$ cat config.mk
export PLATFORM = sky130hd
export DESIGN_NAME = mem_arbiter_flat
export DESIGN_NICKNAME = d
export VERILOG_FILES = /design/src/rtl/mem_arbiter_if.sv /design/src/rtl/mem_arbiter.sv /design/src/flat_wrapper.sv
export SDC_FILE = /design/constraint.sdc
export NUM_CORES = 1
export LEC_CHECK = 0
export BUFFER_PORTS_ARGS = -buffer_cell sky130_fd_sc_hd__buf_2
export CORE_MARGIN = 3
export CORE_UTILIZATION = 43
export CTS_CLUSTER_DIAMETER = 100
export CTS_CLUSTER_SIZE = 24
export DETAILED_ROUTE_END_ITERATION = 8
export HOLD_SLACK_MARGIN = 0.02
export MAX_ROUTING_LAYER = met4
export PLACE_DENSITY_LB_ADDON = 0.12
export SLEW_MARGIN = 10
export SYNTH_ARGS = -nofsm -noshare
export SYNTH_HDL_FRONTEND = slang
export SYNTH_SLANG_ARGS = --single-unit
$ cat constraint.sdc
create_clock -name clk -period 2.05 [get_ports clk]
set_input_delay 0.41 -clock clk [delete_from_list [all_inputs] [get_ports clk]]
set_output_delay 0.41 -clock clk [all_outputs]
set_load 0.02 [all_outputs]
$ cat src/rtl/mem_arbiter_if.sv
// Bus bundle for the two-master memory arbiter: both master request
// channels plus the single memory-side channel.
interface mem_arbiter_if;
    logic        m0_rd_en_i;
    logic        m0_wr_en_i;
    logic [31:0] m0_addr_i;
    logic [31:0] m0_data_i;
    logic [31:0] m0_data_o;
    logic        m0_ack_o;

    logic        m1_rd_en_i;
    logic        m1_wr_en_i;
    logic [31:0] m1_addr_i;
    logic [31:0] m1_data_i;
    logic [31:0] m1_data_o;
    logic        m1_ack_o;

    logic        mem_rd_en_o;
    logic        mem_wr_en_o;
    logic [31:0] mem_addr_o;
    logic [31:0] mem_data_o;
    logic [31:0] mem_data_i;
    logic        mem_ack_i;

    // Arbiter side
    modport slave (
        input  m0_rd_en_i, m0_wr_en_i, m0_addr_i, m0_data_i,
        output m0_data_o, m0_ack_o,
        input  m1_rd_en_i, m1_wr_en_i, m1_addr_i, m1_data_i,
        output m1_data_o, m1_ack_o,
        output mem_rd_en_o, mem_wr_en_o, mem_addr_o, mem_data_o,
        input  mem_data_i, mem_ack_i
    );

    // Requester / memory-model side
    modport master (
        output m0_rd_en_i, m0_wr_en_i, m0_addr_i, m0_data_i,
        input  m0_data_o, m0_ack_o,
        output m1_rd_en_i, m1_wr_en_i, m1_addr_i, m1_data_i,
        input  m1_data_o, m1_ack_o,
        input  mem_rd_en_o, mem_wr_en_o, mem_addr_o, mem_data_o,
        output mem_data_i, mem_ack_i
    );
endinterface

$ cat src/rtl/mem_arbiter.sv
// Two-master round-robin memory arbiter with ack timeout.
// IDLE picks a winner, BUSY drives memory until ack/timeout, DONE pulses ack.
module mem_arbiter #(
    parameter int unsigned TIMEOUT  = 16,
    parameter logic [31:0] ERR_DATA = 32'hDEADBEEF
) (
    input  logic         clk,
    input  logic         rst_n,
    mem_arbiter_if.slave bus,
    output logic [1:0]   grant_o,
    output logic         err_o
);

    localparam int unsigned CW = (TIMEOUT > 1) ? $clog2(TIMEOUT) : 1;

    typedef enum logic [1:0] {IDLE, BUSY, DONE} state_t;

    state_t      state_q, state_d;
    logic [CW-1:0] cnt_q, cnt_d;
    logic        prio_m1_q, prio_m1_d;
    logic        win_q, win_d;
    logic        mem_rd_q, mem_rd_d;
    logic        mem_wr_q, mem_wr_d;
    logic [31:0] mem_addr_q, mem_addr_d;
    logic [31:0] mem_wdata_q, mem_wdata_d;
    logic [31:0] m0_data_q, m0_data_d;
    logic [31:0] m1_data_q, m1_data_d;
    logic        m0_ack_q, m0_ack_d;
    logic        m1_ack_q, m1_ack_d;
    logic [1:0]  grant_q, grant_d;
    logic        err_q, err_d;

    logic m0_req, m1_req, pick_m1, timeout, busy_end;

    assign m0_req   = bus.m0_rd_en_i | bus.m0_wr_en_i;
    assign m1_req   = bus.m1_rd_en_i | bus.m1_wr_en_i;
    assign pick_m1  = m1_req & (~m0_req | prio_m1_q);
    assign timeout  = (cnt_q == CW'(TIMEOUT - 1));
    assign busy_end = bus.mem_ack_i | timeout;

    // State and all registered outputs
    always_ff @(posedge clk or negedge rst_n) begin
        if (!rst_n) begin
            state_q     <= IDLE;
            cnt_q       <= '0;
            prio_m1_q   <= 1'b0;
            win_q       <= 1'b0;
            mem_rd_q    <= 1'b0;
            mem_wr_q    <= 1'b0;
            mem_addr_q  <= '0;
            mem_wdata_q <= '0;
            m0_data_q   <= '0;
            m1_data_q   <= '0;
            m0_ack_q    <= 1'b0;
            m1_ack_q    <= 1'b0;
            grant_q     <= '0;
            err_q       <= 1'b0;
        end else begin
            state_q     <= state_d;
            cnt_q       <= cnt_d;
            prio_m1_q   <= prio_m1_d;
            win_q       <= win_d;
            mem_rd_q    <= mem_rd_d;
            mem_wr_q    <= mem_wr_d;
            mem_addr_q  <= mem_addr_d;
            mem_wdata_q <= mem_wdata_d;
            m0_data_q   <= m0_data_d;
            m1_data_q   <= m1_data_d;
            m0_ack_q    <= m0_ack_d;
            m1_ack_q    <= m1_ack_d;
            grant_q     <= grant_d;
            err_q       <= err_d;
        end
    end

    // Next state and BUSY wait counter
    always_comb begin
        state_d = state_q;
        cnt_d   = cnt_q;
        case (state_q)
            IDLE: begin
                cnt_d = '0;
                if (m0_req | m1_req) state_d = BUSY;
            end
            BUSY: begin
                if (busy_end) state_d = DONE;
                else          cnt_d   = cnt_q + 1'b1;
            end
            DONE:    state_d = IDLE;
            default: state_d = IDLE;
        endcase
    end

    // Next values of the registered outputs
    always_comb begin
        prio_m1_d   = prio_m1_q;
        win_d       = win_q;
        mem_rd_d    = mem_rd_q;
        mem_wr_d    = mem_wr_q;
        mem_addr_d  = mem_addr_q;
        mem_wdata_d = mem_wdata_q;
        m0_data_d   = m0_data_q;
        m1_data_d   = m1_data_q;
        m0_ack_d    = 1'b0;
        m1_ack_d    = 1'b0;
        grant_d     = grant_q;
        err_d       = 1'b0;
        case (state_q)
            IDLE: begin
                if (m0_req | m1_req) begin
                    win_d   = pick_m1;
                    grant_d = pick_m1 ? 2'b10 : 2'b01;
                    if (pick_m1) begin
                        mem_addr_d  = bus.m1_addr_i;
                        mem_wdata_d = bus.m1_data_i;
                        mem_wr_d    = bus.m1_wr_en_i;
                        mem_rd_d    = ~bus.m1_wr_en_i;
                    end else begin
                        mem_addr_d  = bus.m0_addr_i;
                        mem_wdata_d = bus.m0_data_i;
                        mem_wr_d    = bus.m0_wr_en_i;
                        mem_rd_d    = ~bus.m0_wr_en_i;
                    end
                end
            end
            BUSY: begin
                if (busy_end) begin
                    mem_rd_d = 1'b0;
                    mem_wr_d = 1'b0;
                    err_d    = ~bus.mem_ack_i;
                    if (win_q) m1_ack_d = 1'b1;
                    else       m0_ack_d = 1'b1;
                    if (mem_rd_q) begin
                        if (win_q) m1_data_d = bus.mem_ack_i ? bus.mem_data_i : ERR_DATA;
                        else       m0_data_d = bus.mem_ack_i ? bus.mem_data_i : ERR_DATA;
                    end
                end
            end
            DONE: begin
                grant_d   = '0;
                prio_m1_d = ~win_q;
            end
            default: ;
        endcase
    end

    assign bus.mem_rd_en_o = mem_rd_q;
    assign bus.mem_wr_en_o = mem_wr_q;
    assign bus.mem_addr_o  = mem_addr_q;
    assign bus.mem_data_o  = mem_wdata_q;
    assign bus.m0_data_o   = m0_data_q;
    assign bus.m1_data_o   = m1_data_q;
    assign bus.m0_ack_o    = m0_ack_q;
    assign bus.m1_ack_o    = m1_ack_q;
    assign grant_o         = grant_q;
    assign err_o           = err_q;

endmodule

$ cat src/flat_wrapper.sv
// flat-port wrapper written by rule: the top's interface ports become plain ports
module mem_arbiter_flat 
#(
    parameter int unsigned TIMEOUT  = 16,
    parameter logic [31:0] ERR_DATA = 32'hDEADBEEF
)
  (clk, rst_n, grant_o, err_o, bus_m0_rd_en_i, bus_m0_wr_en_i, bus_m0_addr_i, bus_m0_data_i, bus_m0_data_o, bus_m0_ack_o, bus_m1_rd_en_i, bus_m1_wr_en_i, bus_m1_addr_i, bus_m1_data_i, bus_m1_data_o, bus_m1_ack_o, bus_mem_rd_en_o, bus_mem_wr_en_o, bus_mem_addr_o, bus_mem_data_o, bus_mem_data_i, bus_mem_ack_i);
  mem_arbiter_if bus_i ();
  input  logic clk;
  input  logic rst_n;
  output logic [1:0] grant_o;
  output logic err_o;
  input wire logic [$bits(bus_i.m0_rd_en_i)-1:0] bus_m0_rd_en_i;
  input wire logic [$bits(bus_i.m0_wr_en_i)-1:0] bus_m0_wr_en_i;
  input wire logic [$bits(bus_i.m0_addr_i)-1:0] bus_m0_addr_i;
  input wire logic [$bits(bus_i.m0_data_i)-1:0] bus_m0_data_i;
  output wire logic [$bits(bus_i.m0_data_o)-1:0] bus_m0_data_o;
  output wire logic [$bits(bus_i.m0_ack_o)-1:0] bus_m0_ack_o;
  input wire logic [$bits(bus_i.m1_rd_en_i)-1:0] bus_m1_rd_en_i;
  input wire logic [$bits(bus_i.m1_wr_en_i)-1:0] bus_m1_wr_en_i;
  input wire logic [$bits(bus_i.m1_addr_i)-1:0] bus_m1_addr_i;
  input wire logic [$bits(bus_i.m1_data_i)-1:0] bus_m1_data_i;
  output wire logic [$bits(bus_i.m1_data_o)-1:0] bus_m1_data_o;
  output wire logic [$bits(bus_i.m1_ack_o)-1:0] bus_m1_ack_o;
  output wire logic [$bits(bus_i.mem_rd_en_o)-1:0] bus_mem_rd_en_o;
  output wire logic [$bits(bus_i.mem_wr_en_o)-1:0] bus_mem_wr_en_o;
  output wire logic [$bits(bus_i.mem_addr_o)-1:0] bus_mem_addr_o;
  output wire logic [$bits(bus_i.mem_data_o)-1:0] bus_mem_data_o;
  input wire logic [$bits(bus_i.mem_data_i)-1:0] bus_mem_data_i;
  input wire logic [$bits(bus_i.mem_ack_i)-1:0] bus_mem_ack_i;
  assign bus_i.m0_rd_en_i = bus_m0_rd_en_i;
  assign bus_i.m0_wr_en_i = bus_m0_wr_en_i;
  assign bus_i.m0_addr_i = bus_m0_addr_i;
  assign bus_i.m0_data_i = bus_m0_data_i;
  assign bus_m0_data_o = bus_i.m0_data_o;
  assign bus_m0_ack_o = bus_i.m0_ack_o;
  assign bus_i.m1_rd_en_i = bus_m1_rd_en_i;
  assign bus_i.m1_wr_en_i = bus_m1_wr_en_i;
  assign bus_i.m1_addr_i = bus_m1_addr_i;
  assign bus_i.m1_data_i = bus_m1_data_i;
  assign bus_m1_data_o = bus_i.m1_data_o;
  assign bus_m1_ack_o = bus_i.m1_ack_o;
  assign bus_mem_rd_en_o = bus_i.mem_rd_en_o;
  assign bus_mem_wr_en_o = bus_i.mem_wr_en_o;
  assign bus_mem_addr_o = bus_i.mem_addr_o;
  assign bus_mem_data_o = bus_i.mem_data_o;
  assign bus_i.mem_data_i = bus_mem_data_i;
  assign bus_i.mem_ack_i = bus_mem_ack_i;
  mem_arbiter #(.TIMEOUT(TIMEOUT), .ERR_DATA(ERR_DATA)) u_core (.clk(clk), .rst_n(rst_n), .bus(bus_i), .grant_o(grant_o), .err_o(err_o));
endmodule
; ---- After elaboration in Yosys (flattened, before gate mapping)
; Index checks and enable logic that the tools add are counted.
[classes]
add_sub_neg = 1
n_eq_ne = 6
n_mux = 26
n_bitwise = 11
n_reduce_logical = 10
[ops]
columns = operator, n
row1 = $mux 32, 3
row2 = $mux 1, 13
row3 = $mux 2, 4
row4 = $pmux 2 s2, 2
row5 = $pmux 4 s2, 1
row6 = $reduce_and 2->1, 4
row7 = $reduce_and 4->1, 2
row8 = $not 1->1, 5
row9 = $or 1x1->1, 5
row10 = $add 4x1->4 const B, 1
row11 = $eq 4x4->1 const B, 1
row12 = $mux 4, 1
row13 = $ne 2x1->1 const B, 2
row14 = $pmux 1 s2, 2
row15 = $reduce_bool 2->1, 2
row16 = $reduce_and 3->1, 1
row17 = $eq 2x1->1 const B, 1
row18 = $eq 2x2->1 const B, 1
row19 = $logic_not 2->1, 1
row20 = $ne 2x2->1 const B, 1
row21 = $and 1x1->1, 1
[totals]
register_bits = 143
out_inout_bits = 135

; ---- Depth between registers and ports, before layout
[logic_depth]
word_depth = 7
depth_mapped = 6
mapped_depth_nobuf = 4

; ---- Least setup slack after synthesis
; No wires, ideal clock.
[synth_timing]
path_type = flip-flop to flip-flop
from = reg u_core.cnt_q[0]
to = reg u_core.m0_data_q[0] (netlist: u_core.bus.m0_data_o[0])
setup_time_ns = 0.125
t_arrival_ns = 1.861
required_ns = 1.925
setup_slack_ns = 0.064
stages_incl_launch_ff = 7
n_path_buf = 2
path_cell_list = dfrtp_1 ha_1 a31oi_2 or4b_1 buf_2 buf_6 mux2_4
[synth_between]
elab_chain_cells = 3
[synth_lines]
columns = element, line
row1 = from (decl), mem_arbiter.sv:19  ; logic [CW-1:0] cnt_q, cnt_d;
row2 = from (signal assigned), mem_arbiter.sv:60  ; cnt_q <= cnt_d;
row3 = $eq 4x4->1, mem_arbiter.sv:38  ; assign timeout = (cnt_q == CW'(TIMEOUT - 1));
row4 = $or 1x1->1, mem_arbiter.sv:39  ; assign busy_end = bus.mem_ack_i | timeout;
row5 = $reduce_and 4->1 (no source line), n/a
row6 = to (signal assigned), mem_arbiter.sv:67  ; m0_data_q <= m0_data_d;
row7 = to (decl), mem_arbiter.sv:26  ; logic [31:0] m0_data_q, m0_data_d;
; Every way passes these cells.
; A chain may end at the register's enable or synchronous reset.

; ---- Worst setup path after layout
[layout_timing]
from = reg u_core.cnt_q[0]
to = reg u_core.m0_data_q[24] (netlist: u_core.bus.m0_data_o[24])
; Same word-level chain as after synthesis.

==> out/results.txt <==
global-route wire length before repair - 31200 um
detailed-route via count - 6109
Worst Hold Slack - 267 ps
slew margin rel. - 0.530
I/O Buffers - 301
Worst Path Arrival - 2180 ps
largest net degree at the start of global routing - 89
Final Net Count - 1072
Worst setup EP type - flop
H-tree level count - 4
Critical Path Start Type - flop
Final Util - 0.606
Worst-Margin Slew - 705 ps
post-CTS setup buffers - 0
initial core utilization - 0.441
Cell variety after synth - 41
Total Routing Usage GR - 0.229
total wire length - 19700 um
clock buffer depth - 2
Max VDD drop - 0.720 mV
cts bufs inserted - 17
Die W - 131 um
drt pass-1 iters - 5
hold crit path type - in -> reg
DR iter-0 viols - 321
share of flip-flops with an asynchronous set or reset - 1.00
Synth Net Count - 784
Seq/Total Area, Yosys - 0.530
skew final - 6.13 ps
Placer Congestion - 0.865
post-synthesis cell count - 616
synthesis warning total - 0
vias in the first global route - 6090
CORE AREA - 0.0153 mm2
Clock Sinks - 143
Synth area leader - dfrtp_1
I/O pin total - 302
Skew-Pair Late Insertion Delay - 410 ps
Req. time, crit path - 2340 ps
pwr dens - 1640 mW/mm2
layout cells sized above 1 - 0.475
Synth area leaders - dfrtp_1 53%, nand3b_1 7.1%, mux2_4 6.7%
Final min period - 1900 ps
cell area after synthesis - 0.00676 mm2
P_leak - 4.35 nW
Clock transition at path regs - 60 ps
CTS tree - yes
Root Buffer - clkbuf_16
GR Overflow Total - 0
CP startpoint - u_core.cnt_q[0]
n_diodes - 0
Place WS - -70.2 ps
FMAX - 0.527 GHz
Synth Flop Type - dfrtp_1
final setup fails - 0
DRC viols - 0
flops & latches, synth - 143
total of max-cap violations - 0
worst r2r src - u_core.cnt_q[0]
CP Cell Sequence - ha_1 > a31oi_2 > or4b_4 > clkbuf_16 > mux2_4
Die Ht - 131 um
share of the synthesized area in the top cell type - 0.530
CP max FO - 16
Slowest cell on crit path - or4b_4
Post-synth EDFFs - 0
RSZ-0062 raised after global routing - no
antenna violations before repair - 0
top-count cell post-synth - dfrtp_1
total chip power - 15.2 mW
worst min-delay path startpoint - bus_m0_data_i[9]
Final Hold Fails - 0
Critical Path Max Stage Delay - 590 ps
Area Overhead vs Synth - 37.4%
post-DR vias/cell - 5.42
Final ANT Viol Nets - 0
final worst slack - 154 ps
wire per inst - 17.4 um
DIE AREA - 0.0173 mm2
Post-synth top cells - 143 x dfrtp_1, 69 x o21ai_0, 66 x a21oi_1
Rows - 45
post-route clock period utilization - 0.925
HPWL reported at the end of detailed placement - 13500 um
Final Slew Violations - 0
syn avg cell area - 11.0 um2
status - completed
critical path class - reg -> reg
[worst max-delay path: cells and delay by family, from the launching register on]
kind / cells / cell delay, ps
buffers and inverters: 1 / 230
AND/OR/NAND/NOR: 1 / 590
flip-flops: 1 / 350
multiplexers: 1 / 300
AO/OA/AOI/OAI: 1 / 110
adder cells (fa/ha/maj): 1 / 190
[per-layer routing]
layer	vias up	wire (um)	GRT usage	part of all wire
met5	-	0	-	0
met1	2935	8430	0.290	0.43
met4	0	624	0.0986	0.032
li1	2834	-	-	-
met2	294	9170	0.356	0.47
met3	46	1430	0.0540	0.073
[repair_timing]
item / in CTS / in global routing
setup endpoints to repair: 0 / 54
hold endpoints to repair: 45 / 0
hold buffers: 1 / 0
resized for setup: 0 / 2
[kinds of logic (layout without fill, tap and decap cells)]
family                   after synthesis  count (layout)  share of synthesized area
AND/OR/NAND/NOR                      129             129                      0.126
AO/OA/AOI/OAI                        214             214                      0.178
multiplexers                          64              64                      0.123
adder cells (fa/ha/maj)                1               1                    0.00185
flip-flops                           143             143                      0.530
buffers and inverters                 65             365                     0.0407
[registers in the layout (all words and copies together), names as in the netlist, 2 cells and up]
name / count
u_core.bus.mem_addr_o: 32
u_core.bus.m0_data_o: 32
u_core.state_q: 2
u_core.bus.mem_data_o: 32
u_core.cnt_q: 4
u_core.bus.m1_data_o: 32
u_core.grant_o: 2
[final timing paths]
check | end | slack [ps] | cells past startpoint
setup / recovery | u_core.bus.m0_data_o[24] | 150 | 5
hold / removal | u_core.bus.mem_data_o[9] | 270 | 3
setup reg to reg | u_core.bus.m0_data_o[24] | 150 | 5
hold reg to reg | u_core.bus.m1_data_o[9] | 500 | 1
max in group asynchronous | u_core.bus.m0_data_o[20] | 800 | 3
min in group asynchronous | u_core.bus.m1_data_o[22] | 520 | 2
[cell type report]
class	count	area (um2)
Fill cell	1327	6030
Inverter	3	11.3
Clock inverter	11	211
Sequential cell	143	3580
Clock buffer	20	447
Timing Repair Buffer	331	1820
Tap cell	211	264
Multi-Input combinational cell	408	2950
[report_power, final]
| part | internal (mW) | switching, mW |
|---|---|---|
| Sequential | 4.20 | 0.786 |
| Combinational | 2.66 | 4.08 |
| Clock | 2.31 | 1.15 |
| Total | 9.17 | 6.02 |
[stage by stage]
| step | instances | TNS, ps | area [um2] |
|---|---|---|---|
| floorplan | 616 | 0 | 6760 |
| global placement | 1094 | -29.9 | 8580 |
| detailed placement | 1094 | -70.2 | 8580 |
| CTS | 1126 | 0 | 9250 |
| global route | 1127 | 0 | 9290 |
| finish | 1127 | 0 | 9290 |
[layout by cell type (no fill, tap or decap), types with 2 or more instances in the layout]
master,n
a21oi_1,66
nand3_1,5
clkbuf_1,2
nand2b_1,26
and2_1,9
a31oi_1,64
buf_2,300
nand2_1,7
a31o_2,2
o21ai_0,69
clkbuf_16,18
nor2_1,3
mux2_4,30
buf_12,5
inv_1,3
mux2_2,34
and3_1,2
bufinv_16,6
dfrtp_1,143
nand3b_1,64
buf_4,23
nor3_1,2
clkinv_2,3
nor2_4,3
Note: power is estimated with default switching activity, not from simulation.
